File: src/rtl/axi_10g_ethernet_0_arp_resolver.sv
// ARP resolver: IPv4 -> MAC cache with ARP request generation, retry and timeout.
module axi_10g_ethernet_0_arp_resolver #(
  parameter logic [47:0] BOARD_MAC      = 48'h02_00_c0_a8_0a_0a,
  parameter logic [31:0] BOARD_IP       = {8'd192, 8'd168, 8'd2, 8'd20},
  parameter int unsigned CACHE_DEPTH    = 16,
  parameter int unsigned TIMEOUT_CYCLES = 156250,
  parameter int unsigned MAX_RETRIES    = 3
) (
  input  logic        aclk,
  input  logic        aresetn,
  input  logic        lookup_valid,
  input  logic [31:0] lookup_ip,
  output logic        lookup_ready,
  output logic        resp_valid,
  output logic        resp_hit,
  output logic [47:0] resp_mac,
  input  logic        arp_rx_valid,
  input  logic [31:0] arp_rx_ip,
  input  logic [47:0] arp_rx_mac,
  input  logic        cache_flush,
  output logic [63:0] tx_axis_tdata,
  output logic [7:0]  tx_axis_tkeep,
  output logic        tx_axis_tvalid,
  output logic        tx_axis_tlast,
  input  logic        tx_axis_tready
);

  localparam int unsigned PW = (CACHE_DEPTH > 1) ? $clog2(CACHE_DEPTH) : 1;
  localparam int unsigned TW = $clog2(TIMEOUT_CYCLES);
  localparam int unsigned RW = 4;

  typedef enum logic [2:0] {ST_IDLE, ST_LOOKUP, ST_SEND, ST_WAIT, ST_RESP} state_t;

  state_t          state_q;
  logic [31:0]     pend_ip_q;
  logic            res_hit_q;
  logic [47:0]     res_mac_q;
  logic [RW-1:0]   retries_q;
  logic [TW-1:0]   timer_q;
  logic [2:0]      beat_q;
  logic            lookup_ready_q, resp_valid_q, resp_hit_q;
  logic [47:0]     resp_mac_q;
  logic [63:0]     tdata_q;
  logic [7:0]      tkeep_q;
  logic            tvalid_q, tlast_q;

  logic [CACHE_DEPTH-1:0] valid_q;
  logic [31:0]            ip_q  [CACHE_DEPTH];
  logic [47:0]            mac_q [CACHE_DEPTH];
  logic [PW-1:0]          wr_ptr_q;

  logic            lk_hit, rx_hit, learn, rx_for_pend;
  logic [47:0]     lk_mac;
  logic [PW-1:0]   rx_idx, learn_idx;
  logic [479:0]    frame_be;
  logic [511:0]    frame_le;
  logic [2:0]      nb;

  assign lookup_ready   = lookup_ready_q;
  assign resp_valid     = resp_valid_q;
  assign resp_hit       = resp_hit_q;
  assign resp_mac       = resp_mac_q;
  assign tx_axis_tdata  = tdata_q;
  assign tx_axis_tkeep  = tkeep_q;
  assign tx_axis_tvalid = tvalid_q;
  assign tx_axis_tlast  = tlast_q;

  // Broadcast ARP request frame, wire byte order, 60 bytes including zero pad.
  assign frame_be = {48'hffff_ffff_ffff, BOARD_MAC, 16'h0806, 16'h0001, 16'h0800,
                     8'h06, 8'h04, 16'h0001, BOARD_MAC, BOARD_IP, 48'h0,
                     pend_ip_q, 144'h0};

  // Re-pack so wire byte k sits at bits [8k+7:8k]; bytes 60..63 stay zero.
  always_comb begin
    frame_le = '0;
    for (int i = 0; i < 60; i++) begin
      frame_le[8*i +: 8] = frame_be[479-8*i -: 8];
    end
  end

  assign nb          = beat_q + 3'd1;
  assign rx_for_pend = arp_rx_valid && (arp_rx_ip == pend_ip_q);
  assign learn       = arp_rx_valid && (arp_rx_ip != 32'h0) && !cache_flush;
  assign learn_idx   = rx_hit ? rx_idx : wr_ptr_q;

  // Parallel cache search for the pending lookup and for the learn address.
  always_comb begin
    lk_hit = 1'b0;
    lk_mac = '0;
    rx_hit = 1'b0;
    rx_idx = '0;
    for (int i = 0; i < CACHE_DEPTH; i++) begin
      if (valid_q[i] && (ip_q[i] == pend_ip_q)) begin
        lk_hit = 1'b1;
        lk_mac = mac_q[i];
      end
      if (valid_q[i] && (ip_q[i] == arp_rx_ip)) begin
        rx_hit = 1'b1;
        rx_idx = PW'(i);
      end
    end
  end

  // Cache valid bits and replacement pointer; flush wins over a learn.
  always_ff @(posedge aclk or negedge aresetn) begin
    if (!aresetn) begin
      valid_q  <= '0;
      wr_ptr_q <= '0;
    end else if (cache_flush) begin
      valid_q  <= '0;
      wr_ptr_q <= '0;
    end else if (learn) begin
      valid_q[learn_idx] <= 1'b1;
      if (!rx_hit) begin
        wr_ptr_q <= (wr_ptr_q == PW'(CACHE_DEPTH - 1)) ? '0 : wr_ptr_q + PW'(1);
      end
    end
  end

  // Cache payload storage; qualified by the valid bits so no reset needed.
  always_ff @(posedge aclk) begin
    if (learn) begin
      ip_q[learn_idx]  <= arp_rx_ip;
      mac_q[learn_idx] <= arp_rx_mac;
    end
  end

  // Resolver FSM with registered handshake, response and stream outputs.
  always_ff @(posedge aclk or negedge aresetn) begin
    if (!aresetn) begin
      state_q        <= ST_IDLE;
      pend_ip_q      <= '0;
      res_hit_q      <= 1'b0;
      res_mac_q      <= '0;
      retries_q      <= '0;
      timer_q        <= '0;
      beat_q         <= '0;
      lookup_ready_q <= 1'b0;
      resp_valid_q   <= 1'b0;
      resp_hit_q     <= 1'b0;
      resp_mac_q     <= '0;
      tdata_q        <= '0;
      tkeep_q        <= '0;
      tvalid_q       <= 1'b0;
      tlast_q        <= 1'b0;
    end else begin
      resp_valid_q <= 1'b0;
      case (state_q)
        ST_IDLE: begin
          if (lookup_valid && lookup_ready_q) begin
            pend_ip_q      <= lookup_ip;
            lookup_ready_q <= 1'b0;
            state_q        <= ST_LOOKUP;
          end else begin
            lookup_ready_q <= 1'b1;
          end
        end
        ST_LOOKUP: begin
          if (rx_for_pend) begin
            res_hit_q <= 1'b1;
            res_mac_q <= arp_rx_mac;
            state_q   <= ST_RESP;
          end else if (lk_hit) begin
            res_hit_q <= 1'b1;
            res_mac_q <= lk_mac;
            state_q   <= ST_RESP;
          end else begin
            retries_q <= '0;
            tvalid_q  <= 1'b1;
            tdata_q   <= frame_le[63:0];
            tkeep_q   <= 8'hFF;
            tlast_q   <= 1'b0;
            beat_q    <= '0;
            state_q   <= ST_SEND;
          end
        end
        ST_SEND: begin
          if (tvalid_q && tx_axis_tready) begin
            if (beat_q == 3'd7) begin
              tvalid_q <= 1'b0;
              tlast_q  <= 1'b0;
              tkeep_q  <= '0;
              tdata_q  <= '0;
              timer_q  <= '0;
              state_q  <= ST_WAIT;
            end else begin
              beat_q  <= nb;
              tdata_q <= frame_le[{nb, 6'd0} +: 64];
              tkeep_q <= (nb == 3'd7) ? 8'h0F : 8'hFF;
              tlast_q <= (nb == 3'd7);
            end
          end
        end
        ST_WAIT: begin
          if (rx_for_pend) begin
            res_hit_q <= 1'b1;
            res_mac_q <= arp_rx_mac;
            state_q   <= ST_RESP;
          end else if (timer_q == TW'(TIMEOUT_CYCLES - 1)) begin
            if (retries_q < RW'(MAX_RETRIES)) begin
              retries_q <= retries_q + RW'(1);
              tvalid_q  <= 1'b1;
              tdata_q   <= frame_le[63:0];
              tkeep_q   <= 8'hFF;
              tlast_q   <= 1'b0;
              beat_q    <= '0;
              state_q   <= ST_SEND;
            end else begin
              res_hit_q <= 1'b0;
              res_mac_q <= '0;
              state_q   <= ST_RESP;
            end
          end else begin
            timer_q <= timer_q + TW'(1);
          end
        end
        ST_RESP: begin
          resp_valid_q   <= 1'b1;
          resp_hit_q     <= res_hit_q;
          resp_mac_q     <= res_hit_q ? res_mac_q : 48'h0;
          lookup_ready_q <= 1'b1;
          state_q        <= ST_IDLE;
        end
        default: state_q <= ST_IDLE;
      endcase
    end
  end

endmodule

File: config.mk
export PLATFORM = sky130hd
export DESIGN_NAME = axi_10g_ethernet_0_arp_resolver
export DESIGN_NICKNAME = d
export VERILOG_FILES = /design/src/rtl/axi_10g_ethernet_0_arp_resolver.sv
export SDC_FILE = /design/constraint.sdc
export NUM_CORES = 2
export LEC_CHECK = 0
export ABC_AREA = 0
export CAP_MARGIN = 30
export CELL_PAD_IN_SITES_DETAIL_PLACEMENT = 1
export CELL_PAD_IN_SITES_GLOBAL_PLACEMENT = 1
export CORE_MARGIN = 2
export CORE_UTILIZATION = 57
export CTS_BUF_LIST = sky130_fd_sc_hd__clkbuf_8
export DETAILED_ROUTE_END_ITERATION = 6
export PLACE_DENSITY = 0.95
export SETUP_SLACK_MARGIN = 0.02
export SLEW_MARGIN = 0
export SYNTH_ARGS = -nofsm -noshare
export SYNTH_HDL_FRONTEND = slang
export SYNTH_SLANG_ARGS = --single-unit
File: constraint.sdc
create_clock -name aclk -period 11.7 [get_ports aclk]
set_input_delay 1.17 -clock aclk [delete_from_list [all_inputs] [get_ports aclk]]
set_output_delay 1.17 -clock aclk [all_outputs]
set_load 0.1 [all_outputs]
==> results.py <==
metrics = {
    "pwr": {
        "p_leak_nw": 29.5,
        "ir_worst_vdd_v": 0.000149,
        "p_per_area_nw_per_um2": 138,
    },
    "setup_path": {
        "max_stage_delay_ns": 1.01,
        "crit_type": "reg2reg",
        "path_buf_inv": 3,
        "endpoint_kind": "flip-flop",
        "regToRegSetupSlack_ns": 4.98,
        "startpoint_type": "flip-flop",
        "arrival_ns": 7.69,
        "slowest_stage": "dfrtp_1",
        "critPathLaunch": "pend_ip_q[21]",
        "crit_top_cell": "buf_4",
        "reg2reg_from": "pend_ip_q[21]",
        "critPathTopFamily": "buffers and inverters",
        "cp_max_fo": 85,
        "path_cells": "buf_4 -> xnor2_1 -> nand4_1 -> nor4_1 -> and3_4 -> buf_4 -> buf_4 -> nor3_1 -> o21ai_0 -> o21ai_0 -> o41ai_1 -> a32o_1",
        "worstPathRequired_ns": 12.66,
    },
    "layout": {
        "finish.instance_area_um2": 80500,
        "nets": 6032,
        "drive_gt1_share_pct": 10.9,
        "syn2layout_area_growth_pct": 12.6,
    },
    "floorplan": {
        "initial_core_util_pct": 57.6,
        "core_um2": 124000,
        "die_h_um": 358,
        "die-area_um2": 128000,
        "rows": 129,
        "pin_count": 243,
        "die_w_um": 358,
    },
    "synthesis": {
        "ys_seq_area_share_pct": 61.5,
        "syn_nets": 5770,
        "async_reset_ff_share_pct": 14.8,
        "synth_area_leader_cell": "edfxtp_1",
        "synth_edf_count": 1280,
        "synth_flop_cell": "edfxtp_1",
        "synth_top_area_share_pct": 53.8,
        "synthDistinctLibCells": 81,
        "syn_area_um2": 71500,
        "synthCells": 5640,
        "ys_top_cells_by_area": "edfxtp_1 (54%), xor2_1 (8.6%), dfrtp_1 (7.8%), xnor2_1 (4.5%), o21ai_0 (2.4%)",
        "avgSynthCellArea_um2": 12.7,
        "synth-seq-cells": 1502,
        "yosysWarnings": 0,
    },
    "clock_network": {
        "numCtsBuffers": 237,
        "cts_buffer_depth": 3,
        "clockRootBuffer": "clkbuf_8",
        "cts.sinks": 1502,
        "cts-resized-gates": 0,
        "cts_hold_buf": 0,
        "cts_tree": "done",
        "clk_latency_ns": 1.08,
        "clk_pin_slew_ns": 0.07,
        "cts_setup_buffers": 0,
        "h-tree-depth": 4,
    },
    "global_route": {
        "grt_pass1_vias": 61727,
        "overflow": 0,
        "grt_max_degree": 86,
        "track_usage_pct": 48.2,
        "antenna_found_initial": 22,
        "grt_first_pass_wirelength_um": 440000,
    },
    "drt": {
        "drt_iter0_markers": 11283,
        "wl_per_cell_um": 40.4,
        "totalWireLength_um": 313000,
        "viasPerCell": 7.52,
        "num_vias": 58376,
        "ant_nets": 0,
        "drt-pass1-iter-count": 7,
        "route.detailed.drc": 10,
    },
    "outcome": {
        "status": "complete, but fails checks",
        "violations": "DRC",
    },
    "min_path": {
        "hold_path.class": "in2async",
    },
    "sta": {
        "finalSetupViolCount": 0,
        "fmax_mhz": 149,
        "min_period_over_period_pct": 57.5,
        "layout_setup_ws_ns": 4.98,
        "hold_viol": 0,
        "fin_tns_setup_ns": 0,
        "worstMarginPinSlew_ns": 1.19,
        "slew_headroom_pct": 20.4,
        "grt_setup_unrepaired": "false",
        "drv_slew": 0,
        "min_period_ns": 6.72,
        "fin_skew_ns": 0.0910,
    },
    "job": {
        "cap_violations": 0,
    },
    "place": {
        "placedInstanceArea_um2": 75400,
        "gp_congestion": 1.00,
        "portBuffers": 242,
        "dp_hpwl_um": 168000,
        "dp_slack_ns": 4.31,
    },
}
==> power breakdown <==
group	leakage [nW]	switching (W)	internal (W)	total, W
combinational	12.2	0.000361	0.000113	0.000473
sequential	14.5	0.0000237	0.00585	0.00587
clock	2.72	0.00249	0.00225	0.00474
==> layer usage <==
| layer | track usage [%] | share of wire (%) | up-vias |
|---|---|---|---|
| met3 | 16.8 | 15 | 2149 |
| met4 | 39.4 | 9.7 | 12 |
| met1 | 56.3 | 31 | 28199 |
| met5 | 0.370 | 0.028 | - |
| li1 | - | - | 21487 |
| met2 | 71.9 | 44 | 6529 |
==> sequential cells by signal, summed over array words and instances (netlist names) <==
signal,cells
beat_q,3
ip_q,512
lookup_ready,1
mac_q,768
pend_ip_q,32
res_hit_q,1
res_mac_q,48
resp_hit,1
resp_mac,48
resp_valid,1
retries_q,4
state_q,3
timer_q,18
tx_axis_tdata,38
tx_axis_tkeep,2
tx_axis_tlast,1
tx_axis_tvalid,1
valid_q,16
wr_ptr_q,4
==> layout make-up <==
| class | instances | area (um2) |
|---|---|---|
| tap | 1637 | 2050 |
| multi-input combinational | 3602 | 25100 |
| clock buffer | 282 | 3880 |
| fill | 11786 | 43600 |
| sequential | 1502 | 44000 |
| timing repair buffer | 420 | 4020 |
| clock inverter | 165 | 840 |
| antenna | 12 | 30.0 |
| inverter | 139 | 522 |
==> cell families (layout without fill, tap and decap cells) <==
| family | Yosys count | count (layout) | share of synthesized area (%) |
|---|---|---|---|
| other | 0 | 12 | 0 |
| AND/OR/NAND/NOR | 1531 | 1531 | 11.0 |
| flip-flops | 1502 | 1502 | 61.5 |
| adder cells (fa/ha/maj) | 12 | 12 | 0.210 |
| buffers and inverters | 536 | 1006 | 3.70 |
| AO/OA/AOI/OAI | 849 | 849 | 8.37 |
| XOR/XNOR | 1062 | 1062 | 13.0 |
| multiplexers | 148 | 148 | 2.16 |
==> path summary, 6_finish.rpt <==
kind / to / cells past startpoint
setup / recovery: res_mac_q[1] / 12
hold / removal: pend_ip_q[22] / 1
setup reg to reg: res_mac_q[1] / 12
hold reg to reg: tx_axis_tdata[13] / 1
max in group asynchronous: res_mac_q[21] / 3
min in group aclk: tx_axis_tdata[13] / 1
==> layout by cell type (no fill, tap or decap), types with 31 or more instances in the layout <==
cell             count
xor2_1             698
nor4_1             261
o2111a_1            47
clkinv_1            46
inv_1              211
nor2b_1             54
dfrtp_1            221
nor3_1             153
nand3_1            121
a32o_1              47
xnor2_1            364
mux2_2              38
clkdlybuf4s50_1    209
clkinv_2            31
a211oi_1            52
clkbuf_8           282
a22oi_1             66
nand4_1            181
buf_4              150
nor2_1             238
a221oi_1            47
mux2i_1             98
nand2_1            362
a31oi_1             50
o21ai_0            338
buf_2               37
edfxtp_1          1280
a21oi_1             62
==> synthesized netlist by cell type, types with 12 or more instances <==
library cell	n
nor2b_1	58
o21ai_1	12
a22o_1	12
a21oi_1	66
nor4b_1	12
a211oi_1	52
mux2_1	12
a22oi_1	66
buf_4	83
o41ai_1	18
o41ai_2	30
buf_2	102
or4_1	16
a221oi_1	47
nand4_1	181
buf_6	21
nor3_1	155
xor2_1	698
or3_1	14
ha_1	12
o2bb2ai_1	15
nor4_1	264
buf_1	13
mux2_2	38
xnor2_1	364
edfxtp_1	1280
nand4b_1	18
and3_1	15
nand2b_1	26
a32o_1	47
nor2_1	247
nand3_1	125
o2111a_1	47
clkbuf_1	172
nand2_1	364
dfrtp_1	222
a31oi_1	50
o21ai_0	338
mux2i_1	98
inv_1	139
==> through the flow <==
step	utilization, %	power (W)	hold WS (ns)	instances
CTS	64.5	0.0110	0.0717	7730
finish	64.8	0.0111	0.120	7759
global placement	60.5	0.00638	0.464	7269
floorplan	-	0.00616	0.455	5640
detailed placement	60.7	0.00641	0.470	7283
global route	64.8	0.0112	0.113	7757
No activity file was read; power rests on OpenSTA's default activity.
